## src/rtl/vga_sync_decoder.sv

```systemverilog
// ----------------------------------------------------------------------------
// vga_sync_decoder
//   Receive-side decoder for the hs/vs/3-bit RGB video stream. It measures line
//   and frame geometry and locks once two consecutive frames agree. While
//   locked it regenerates active-area pixel coordinates and counts lit pixels
//   per frame.
//
// Ports
//   clk         pixel clock
//   rst_n       asynchronous reset, active-low
//   vid_hs      horizontal sync (active level set by HS_POL)
//   vid_vs      vertical sync   (active level set by VS_POL)
//   vid_rgb     {r,g,b} pixel data
//   locked      geometry stable, coordinate outputs valid
//   active      current pixel is inside the H_ACT x V_ACT window (locked only)
//   x_pos       active-area column (0 when !active)
//   y_pos       active-area row    (0 when !active)
//   h_total     last measured clocks per line (0 = invalid / saturated)
//   v_total     last measured lines per frame
//   lit_pixels  lit pixels in the last complete locked frame
//   frame_done  one-cycle pulse when lit_pixels / v_total update while locked
//
// Timing: vid_* are registered once; counters, FSM and outputs are computed
// from that stage and registered, so a pixel at the pins appears on
// active/x_pos/y_pos two clocks later.
// ----------------------------------------------------------------------------
module vga_sync_decoder #(
  parameter bit HS_POL   = 1'b0,
  parameter bit VS_POL   = 1'b0,
  parameter int X_OFFSET = 144,
  parameter int Y_OFFSET = 35,
  parameter int H_ACT    = 640,
  parameter int V_ACT    = 480
) (
  input  logic        clk,
  input  logic        rst_n,
  input  logic        vid_hs,
  input  logic        vid_vs,
  input  logic [2:0]  vid_rgb,
  output logic        locked,
  output logic        active,
  output logic [9:0]  x_pos,
  output logic [9:0]  y_pos,
  output logic [11:0] h_total,
  output logic [10:0] v_total,
  output logic [18:0] lit_pixels,
  output logic        frame_done
);

  typedef enum logic [1:0] {SEARCH, MEASURE, LOCKED} state_e;

  localparam logic [11:0] H_LO = 12'(X_OFFSET);
  localparam logic [11:0] H_HI = 12'(X_OFFSET + H_ACT);
  localparam logic [10:0] V_LO = 11'(Y_OFFSET);
  localparam logic [10:0] V_HI = 11'(Y_OFFSET + V_ACT);

  // Input stage and sync edge detection
  logic       hs_q, vs_q;
  logic [2:0] rgb_q;
  logic       hs_prev_q;     // normalised hs of the previous cycle
  logic       vs_at_edge_q;  // normalised vs sampled at the previous hs leading edge
  logic       hs_a, vs_a, hs_edge, frame_start;

  // The raw registers reset to the inactive sync level so that reset release
  // never fabricates an hs edge.
  // NOTE: sequential state uses non-blocking assignments only, so every
  // register samples pre-edge values regardless of process ordering.
  always_ff @(posedge clk or negedge rst_n) begin
    if (!rst_n) begin
      hs_q         <= ~HS_POL;
      vs_q         <= ~VS_POL;
      rgb_q        <= '0;
      hs_prev_q    <= 1'b0;
      vs_at_edge_q <= 1'b0;
    end else begin
      hs_q      <= vid_hs;
      vs_q      <= vid_vs;
      rgb_q     <= vid_rgb;
      hs_prev_q <= hs_a;
      if (hs_edge) vs_at_edge_q <= vs_a;
    end
  end

  assign hs_a        = (hs_q == HS_POL);
  assign vs_a        = (vs_q == VS_POL);
  assign hs_edge     = hs_a & ~hs_prev_q;
  assign frame_start = hs_edge & vs_a & ~vs_at_edge_q;

  // Line / frame counters. *_d is the count of the pixel now in the input stage.
  logic [11:0] h_cnt_q, h_cnt_d, h_meas;
  logic [10:0] v_cnt_q, v_cnt_d, v_meas;

  assign h_cnt_d = hs_edge ? 12'd0 : ((&h_cnt_q) ? h_cnt_q : h_cnt_q + 12'd1);
  // A saturated line length is reported as 0 so it can never match a reference.
  assign h_meas  = (&h_cnt_q) ? 12'd0 : h_cnt_q + 12'd1;
  assign v_meas  = v_cnt_q + 11'd1;

  always_comb begin
    v_cnt_d = v_cnt_q;
    if (frame_start)                v_cnt_d = 11'd0;
    else if (hs_edge && !(&v_cnt_q)) v_cnt_d = v_cnt_q + 11'd1;
  end

  // Lock FSM
  state_e      state_q, state_d;
  logic [11:0] ref_h_q;
  logic [10:0] ref_v_q;
  logic        ref_load;

  always_ff @(posedge clk or negedge rst_n) begin
    if (!rst_n) state_q <= SEARCH;
    else        state_q <= state_d;
  end

  // NOTE: every signal assigned in always_comb gets a default first, so no
  // path through the case leaves it unassigned and no latch is inferred.
  always_comb begin
    state_d  = state_q;
    ref_load = 1'b0;
    case (state_q)
      SEARCH: begin
        if (frame_start) begin
          state_d  = MEASURE;
          ref_load = 1'b1;
        end
      end
      MEASURE: begin
        if (frame_start) begin
          if (h_meas == ref_h_q && v_meas == ref_v_q && h_meas != 12'd0 && v_meas != 11'd0)
            state_d = LOCKED;
          else
            ref_load = 1'b1;
        end
      end
      LOCKED: begin
        if ((hs_edge && h_meas != ref_h_q) || (frame_start && v_meas != ref_v_q))
          state_d = SEARCH;
      end
      default: state_d = SEARCH;
    endcase
  end

  always_comb begin
    locked = (state_q == LOCKED);
  end

  // Coordinates and lit-pixel accounting. The window test uses the next state so
  // active and locked always change together.
  logic        in_window, publish;
  logic        active_q, frame_done_q;
  logic [9:0]  x_pos_q, y_pos_q;
  logic [11:0] h_total_q;
  logic [10:0] v_total_q;
  logic [18:0] lit_cnt_q, lit_cnt_d, lit_pixels_q;

  assign in_window = (state_d == LOCKED) &&
                     (h_cnt_d >= H_LO) && (h_cnt_d < H_HI) &&
                     (v_cnt_d >= V_LO) && (v_cnt_d < V_HI);

  // A frame start that also drops lock must not publish the count.
  assign publish = frame_start && (state_q == LOCKED) && (state_d == LOCKED);

  always_comb begin
    lit_cnt_d = lit_cnt_q;
    if (frame_start)
      lit_cnt_d = 19'd0;
    else if (in_window && rgb_q != 3'd0 && !(&lit_cnt_q))
      lit_cnt_d = lit_cnt_q + 19'd1;
  end

  always_ff @(posedge clk or negedge rst_n) begin
    if (!rst_n) begin
      h_cnt_q      <= '0;
      v_cnt_q      <= '0;
      ref_h_q      <= '0;
      ref_v_q      <= '0;
      active_q     <= 1'b0;
      x_pos_q      <= '0;
      y_pos_q      <= '0;
      h_total_q    <= '0;
      v_total_q    <= '0;
      lit_cnt_q    <= '0;
      lit_pixels_q <= '0;
      frame_done_q <= 1'b0;
    end else begin
      h_cnt_q      <= h_cnt_d;
      v_cnt_q      <= v_cnt_d;
      lit_cnt_q    <= lit_cnt_d;
      active_q     <= in_window;
      x_pos_q      <= in_window ? 10'(h_cnt_d - H_LO) : 10'd0;
      y_pos_q      <= in_window ? 10'(v_cnt_d - V_LO) : 10'd0;
      frame_done_q <= publish;
      if (ref_load) begin
        ref_h_q <= h_meas;
        ref_v_q <= v_meas;
      end
      if (hs_edge)     h_total_q    <= h_meas;
      if (frame_start) v_total_q    <= v_meas;
      if (publish)     lit_pixels_q <= lit_cnt_q;
    end
  end

  assign active     = active_q;
  assign x_pos      = x_pos_q;
  assign y_pos      = y_pos_q;
  assign h_total    = h_total_q;
  assign v_total    = v_total_q;
  assign lit_pixels = lit_pixels_q;
  assign frame_done = frame_done_q;

endmodule

```

## config.mk

```make
export PLATFORM = sky130hd
export DESIGN_NAME = vga_sync_decoder
export DESIGN_NICKNAME = d
export VERILOG_FILES = /design/src/rtl/vga_sync_decoder.sv
export SDC_FILE = /design/constraint.sdc
export NUM_CORES = 1
export LEC_CHECK = 0
export BUFFER_PORTS_ARGS = -buffer_cell sky130_fd_sc_hd__buf_2
export CORE_MARGIN = 2
export CORE_UTILIZATION = 35
export CTS_BUF_LIST = sky130_fd_sc_hd__clkbuf_16
export DETAILED_ROUTE_END_ITERATION = 7
export PLACE_DENSITY = 0.52
export SLEW_MARGIN = 5
export SYNTH_ARGS = -nofsm -noshare
export SYNTH_HDL_FRONTEND = slang
export SYNTH_SLANG_ARGS = --single-unit
```

## constraint.sdc

```tcl
create_clock -name clk -period 9.83 [get_ports clk]
set_clock_uncertainty 0.1 [all_clocks]
set_input_delay 1.966 -clock clk [delete_from_list [all_inputs] [get_ports clk]]
set_output_delay 1.966 -clock clk [all_outputs]
set_load 0.01 [all_outputs]
```

Word-level counts from Yosys, hierarchy flattened
Cells that the tools add are included.
{"block": "classes", "add_sub_neg": 5, "n_reduce_logical": 25, "magnitude_cmp": 4, "eq_ne": 7, "muxes": 18, "bitwise_logic": 7}
{"op": "two-way mux 19 bit", "n": 2}
{"op": "two-way mux 12 bit", "n": 3}
{"op": "two-way mux 11 bit", "n": 2}
{"op": "two-way mux 10 bit", "n": 2}
{"op": "adder 19 x 1 -> 19 bit (second input constant)", "n": 1}
{"op": "AND reduction 19 bit", "n": 1}
{"op": "logical AND 1 bit", "n": 14}
{"op": "adder 12 x 1 -> 12 bit (second input constant)", "n": 1}
{"op": "== test 12 bit", "n": 1}
{"op": "greater-or-equal comparator 12 x 8 -> 1 bit (second input constant)", "n": 1}
{"op": "less-than comparator 12 x 10 -> 1 bit (second input constant)", "n": 1}
{"op": "!= test 12 bit", "n": 1}
{"op": "AND reduction 12 bit", "n": 1}
{"op": "nonzero test 12 bit", "n": 1}
{"op": "adder 11 x 1 -> 11 bit (second input constant)", "n": 1}
{"op": "== test 11 bit", "n": 1}
{"op": "greater-or-equal comparator 11 x 6 -> 1 bit (second input constant)", "n": 1}
{"op": "less-than comparator 11 x 10 -> 1 bit (second input constant)", "n": 1}
{"op": "!= test 11 bit", "n": 1}
{"op": "AND reduction 11 bit", "n": 1}
{"op": "nonzero test 11 bit", "n": 1}
{"op": "subtractor 10 x 6 -> 10 bit (second input constant)", "n": 1}
{"op": "subtractor 10 x 8 -> 10 bit (second input constant)", "n": 1}
{"op": "two-way mux 2 bit", "n": 4}
{"op": "12 further kinds", "n": 21}
{"block": "word_totals", "elab_cells": 84, "input_bits": 7, "register_bits": 138}

Longest topological paths before layout
{"block": "logic_depth", "depth_word": 18, "mapped_depth": 16, "ltp_nobuf": 14}

Worst setup path after synthesis
No wires, ideal clock.
{"block": "synth_timing", "kind": "reg2reg", "from": "reg h_cnt_q[0]", "to": "reg lit_pixels_q[0], in the netlist lit_pixels[0]", "setup_slack_ns": 5.933, "setup_ns": 0.128, "period_less_slack_ns": 3.897, "t_arrival_ns": 3.669, "path_stages_with_launch": 16, "required_ns": 9.602, "path_cell_list": "dfrtp_1 -> ha_1 -> nand3_1 -> nor3_2 -> inv_2 -> clkbuf_1 -> ha_1 -> xnor2_1 -> nand3_1 -> a2111oi_0 -> o221ai_1 -> nor4_2 -> o22ai_4 -> nor3_2 -> buf_4 -> mux2_1"}
{"block": "synth_between", "elab_chain_len": 11, "elab_cells_between_ends": 17, "cone_classes": "add/sub: 1; eq/ne: 3; mux: 5; reduce/logical: 8"}
{"element": "start, declared", "line": "90", "rtl": "logic [11:0] h_cnt_q, h_cnt_d, h_meas;"}
{"element": "start signal, assigned", "line": "186", "rtl": "h_cnt_q <= h_cnt_d;"}
{"element": "adder 12 x 1 -> 12 bit or AND reduction 12 bit (tied branches)", "line": "95", "rtl": "assign h_meas = (&h_cnt_q) ? 12'd0 : h_cnt_q + 12'd1;"}
{"element": "two-way mux 12 bit (*)", "line": "95"}
{"element": "via h_meas[0]", "line": "90"}
{"element": "== test 12 bit", "line": "129", "rtl": "if (h_meas == ref_h_q && v_meas == ref_v_q && h_meas != 12'd0 && v_meas != 11'd0)"}
{"element": "logical AND 1 bit (3 in a row)", "line": "129"}
{"element": "two-way mux 2 bit", "line": "129"}
{"element": "two-way mux 2 bit", "line": "128", "rtl": "if (frame_start) begin"}
{"element": "case mux 2 bit (3 select lines) (*)", "line": "120", "rtl": "case (state_q)"}
{"element": "== test 2 bit (*)", "line": "161", "rtl": "assign publish = frame_start && (state_q == LOCKED) && (state_d == LOCKED);"}
{"element": "logical AND 1 bit (*)", "line": "161"}
{"element": "end signal, assigned", "line": "199", "rtl": "if (publish) lit_pixels_q <= lit_cnt_q;"}
{"element": "end, declared", "line": "154", "rtl": "logic [18:0] lit_cnt_q, lit_cnt_d, lit_pixels_q;"}
The timed path passes the listed nets; every way through them passes the cells marked *.
A chain may end at the register's enable or synchronous reset.

Worst setup path after layout
{"block": "layout_timing", "from": "reg h_cnt_q[0]", "to": "reg lit_pixels_q[1], in the netlist lit_pixels[1]"}
Same word-level chain as after synthesis.

==> run metrics <==
Crit-path slowest cell nor3_4; overall power 1.666 mW; total track usage 17.55%; post-synth top area share 46.02%; Detailed Place HPWL 12520 um; DR iter-0 viols 428; Initial Util about 35%; Max Used Layer met4; Num CTS Buffers 17; port bufs approximately 70; crit start category flip-flop; Worst Max-Slew Pin Slew ~1100 ps; RSZ-0062 raised after global routing false; WL final 18440 um; core area about 21000 sq um; Antenna Cells 0; FP Rows 53; CTS root buffer clkbuf_16; Seq cells post-synth 138; synth warn 0; Clock Pin Slew Worst Setup and Hold Paths approximately 60 ps; top_reg_cell synth dfrtp_1; Post-Synth Adder-Cell Area 1.184%; Max Clk Rate 0.1907 GHz; length of routed wiring on met1 9190 um; dpl cells 1048; CP Capture Type flip-flop; largest net degree at the start of global routing between 80 and 90; Sinks on Clock Net 138; maximum buffer depth of the clock tree 2; synthesized area 7395 sq um; Antenna Nets Post-Route 0; die width 149.4 um; CTS H-tree depth 4; Finished Layout Cells ~1100; largest family of logic cells by synthesized area simple AND/OR/NAND/NOR gates; Synth area leader dfrtp_1; critical-path cell list ha_1 > nand3_1 > nor3_2 > inv_2 > ha_1 > xnor2_1 > nand3_1 > a2111oi_0 > o221ai_1 > nor4_2 > o22ai_4 > nor3_4 > mux2_1; Post-synth EDFFs 0; synth top area cells dfrtp_1 (46%), nand2_1 (5.1%), mux2_1 (5.0%); total power per unit cell area between 150 and 200 nW/um^2; nets 806; Hold Path Class flip-flop to flip-flop; Post-CTS Setup Repair Bufs 0; final setup violation count 0; Mapped Nets about 750; Post-synth ARST share 100.0%; Post-Syn Area per Cell 10.01 sq um; Worst EP arrival about 5500 ps; CP Max Fanout 20; drt first pass iters 5; fin. max-slew vios 0; vias in the first global route roughly 5600; CTS tree built; Netlist cell types between 70 and 80; compound-gate portion of the synthesized area 10.69%; Crit path largest cell delay 860 ps; Final min period 5244 ps; vias per std cell 5.259; Placer Congestion a little under 0.9; status finished, final reports clean; DRC viols 0; met3 wire len 874 um; metal2 WL 8116 um; clk_lat worst skew roughly 420 ps; sequential area share after synthesis 46.73%; area grow syn2layout 15.40%; Leak 4.026 nW; Filler cells 2069; initial antenna violation count 0; DIE AREA 22310 sq um; Worst VDD drop 0.1226 mV; Final Hold Vio Count 0; post-cts resize count 0; DR WL/cell between 15 and 20 um; mux contribution to synthesized area between 9 and 10%; Post-Synth Simple-Gate Area 21.52%; die height 149.4 um; DR vias 5675; critical path type flip-flop to flip-flop; Congestion Overflow GR 0; hold_buf cts 0; Relative slew margins about a quarter; CP required 10040 ps; # IOs 72; Max Cap Violations 0; share of layout cells above drive strength 1 roughly 18%; Mapped Cells 739; post-route clock period utilization between 50 and 60%; Synth Area in XOR/XNOR 6.261%; first-pass GRT wire length between 30000 and 40000 um; setup TNS 0 ps
final cells by class:
class | instances | area (sq um) | share of cell area, %
tap | 275 | 344.1 | 4.032
timing repair buffer | 78 | 414.1 | 4.853
sequential | 138 | 3456 | 40.50
clock buffer | 17 | 425.4 | 4.985
inverter | 27 | 101.3 | 1.188
multi-input combinational | 530 | 3611 | 42.32
clock inverter | 14 | 181.4 | 2.126
per-stage QoR:
stage / hold slack, ps / cell area [sq um] / setup slack (ps) / utilization (%)
6_report: 369.1 / 8533 / 4586 / 40.85
5_1_grt: 399.8 / 8533 / 4133 / 40.85
4_1_cts: 373.8 / 8533 / 4605 / 40.85
3_5_place_dp: 356.4 / 7926 / 4653 / 37.95
3_3_place_gp: 356.2 / 7926 / 4841 / 37.95
2_1_floorplan: 331.6 / 7395 / 5933 / -
cells in the final DEF, fill, tap and decap left out, types with 17 or more instances in the layout:
master     netlist  final
mux2_1          33     33
dfrtp_1        136    136
a21oi_1         24     24
nor2_1          53     53
buf_2           14     70
o21ai_0         22     22
inv_1           25     26
clkbuf_16        0     17
nand2_1        100    100
nand3_1         20     20
mux2i_1         26     26
nand2b_1        19     19
xnor2_1         37     37
worst max-delay path: cells and delay by family, from the launching register on:
kind	cells	cell delay (ps)
compound gates	3	970
xor+xnor	1	160
fa+ha+maj	2	600
buf+inv	1	250
flops	1	430
mux	1	390
simple gates	5	2220
cell usage after synthesis, types with 3 or more instances:
cell type	instances
dfrtp_1	136
nand2_1	100
nor2_1	53
xnor2_1	37
mux2_1	33
mux2i_1	26
inv_1	25
a21oi_1	24
o21ai_0	22
nand3_1	20
nand2b_1	19
clkbuf_1	16
nor3_1	16
and3_1	14
buf_2	14
nand4_1	14
xor2_1	14
nor4_1	12
nor4_2	10
and4_1	9
and2_1	8
buf_4	7
ha_1	7
or3_1	5
buf_6	4
o2111ai_1	4
o311ai_1	4
o31a_1	4
o31ai_1	4
a211oi_1	3
buf_1	3
mux2_2	3
nor3_2	3
o211ai_1	3
o21a_1	3
o21ai_1	3
o22ai_1	3
sequential cells by signal, indices dropped and copies added (netlist names), 2 cells and up:
| name | cells |
|---|---|
| x_pos | 10 |
| lit_pixels | 19 |
| rgb_q | 3 |
| ref_h_q | 12 |
| h_cnt_q | 12 |
| v_cnt_q | 11 |
| y_pos | 10 |
| ref_v_q | 11 |
| h_total | 12 |
| lit_cnt_q | 19 |
| state_q | 2 |
| v_total | 11 |
path summary, 6_finish.rpt:
| check | depth (start not counted) | startpoint | slack, ps | end |
|---|---|---|---|---|
| max reg2reg | 13 | h_cnt_q[0]$_DFF_PN0_ | 4590 | lit_pixels[1]$_DFFE_PN0P_ |
| max | 13 | h_cnt_q[0]$_DFF_PN0_ | 4590 | lit_pixels[1]$_DFFE_PN0P_ |
| max in group asynchronous | 2 | rst_n | 6870 | lit_cnt_q[2]$_DFFE_PN0P_ |
| min in group asynchronous | 1 | rst_n | 1480 | y_pos[7]$_DFF_PN0_ |
| min | 2 | v_total[9]$_DFFE_PN0P_ | 370 | v_total[9]$_DFFE_PN0P_ |
| min reg2reg | 2 | v_total[9]$_DFFE_PN0P_ | 370 | v_total[9]$_DFFE_PN0P_ |
kinds of logic (layout without fill, tap and decap cells):
group           Yosys count  in the layout
compound gates          109            109
mux                      62             62
fa+ha+maj                 7              7
buf+inv                  71            136
simple gates            300            300
xor+xnor                 52             52
flops                   138            138
per-layer routing:
metal,track usage (%),vias up
li1,-,2717
met1,25.87,2768
met2,25.69,168
met3,3.853,22
met4,5.238,0
met5,0,-
report_power, final:
group,total (mW),internal [mW],switching (mW)
combinational,0.324,0.136,0.188
sequential,0.669,0.614,0.0554
clock,0.673,0.420,0.253
Note: power is estimated with default switching activity, not from simulation.
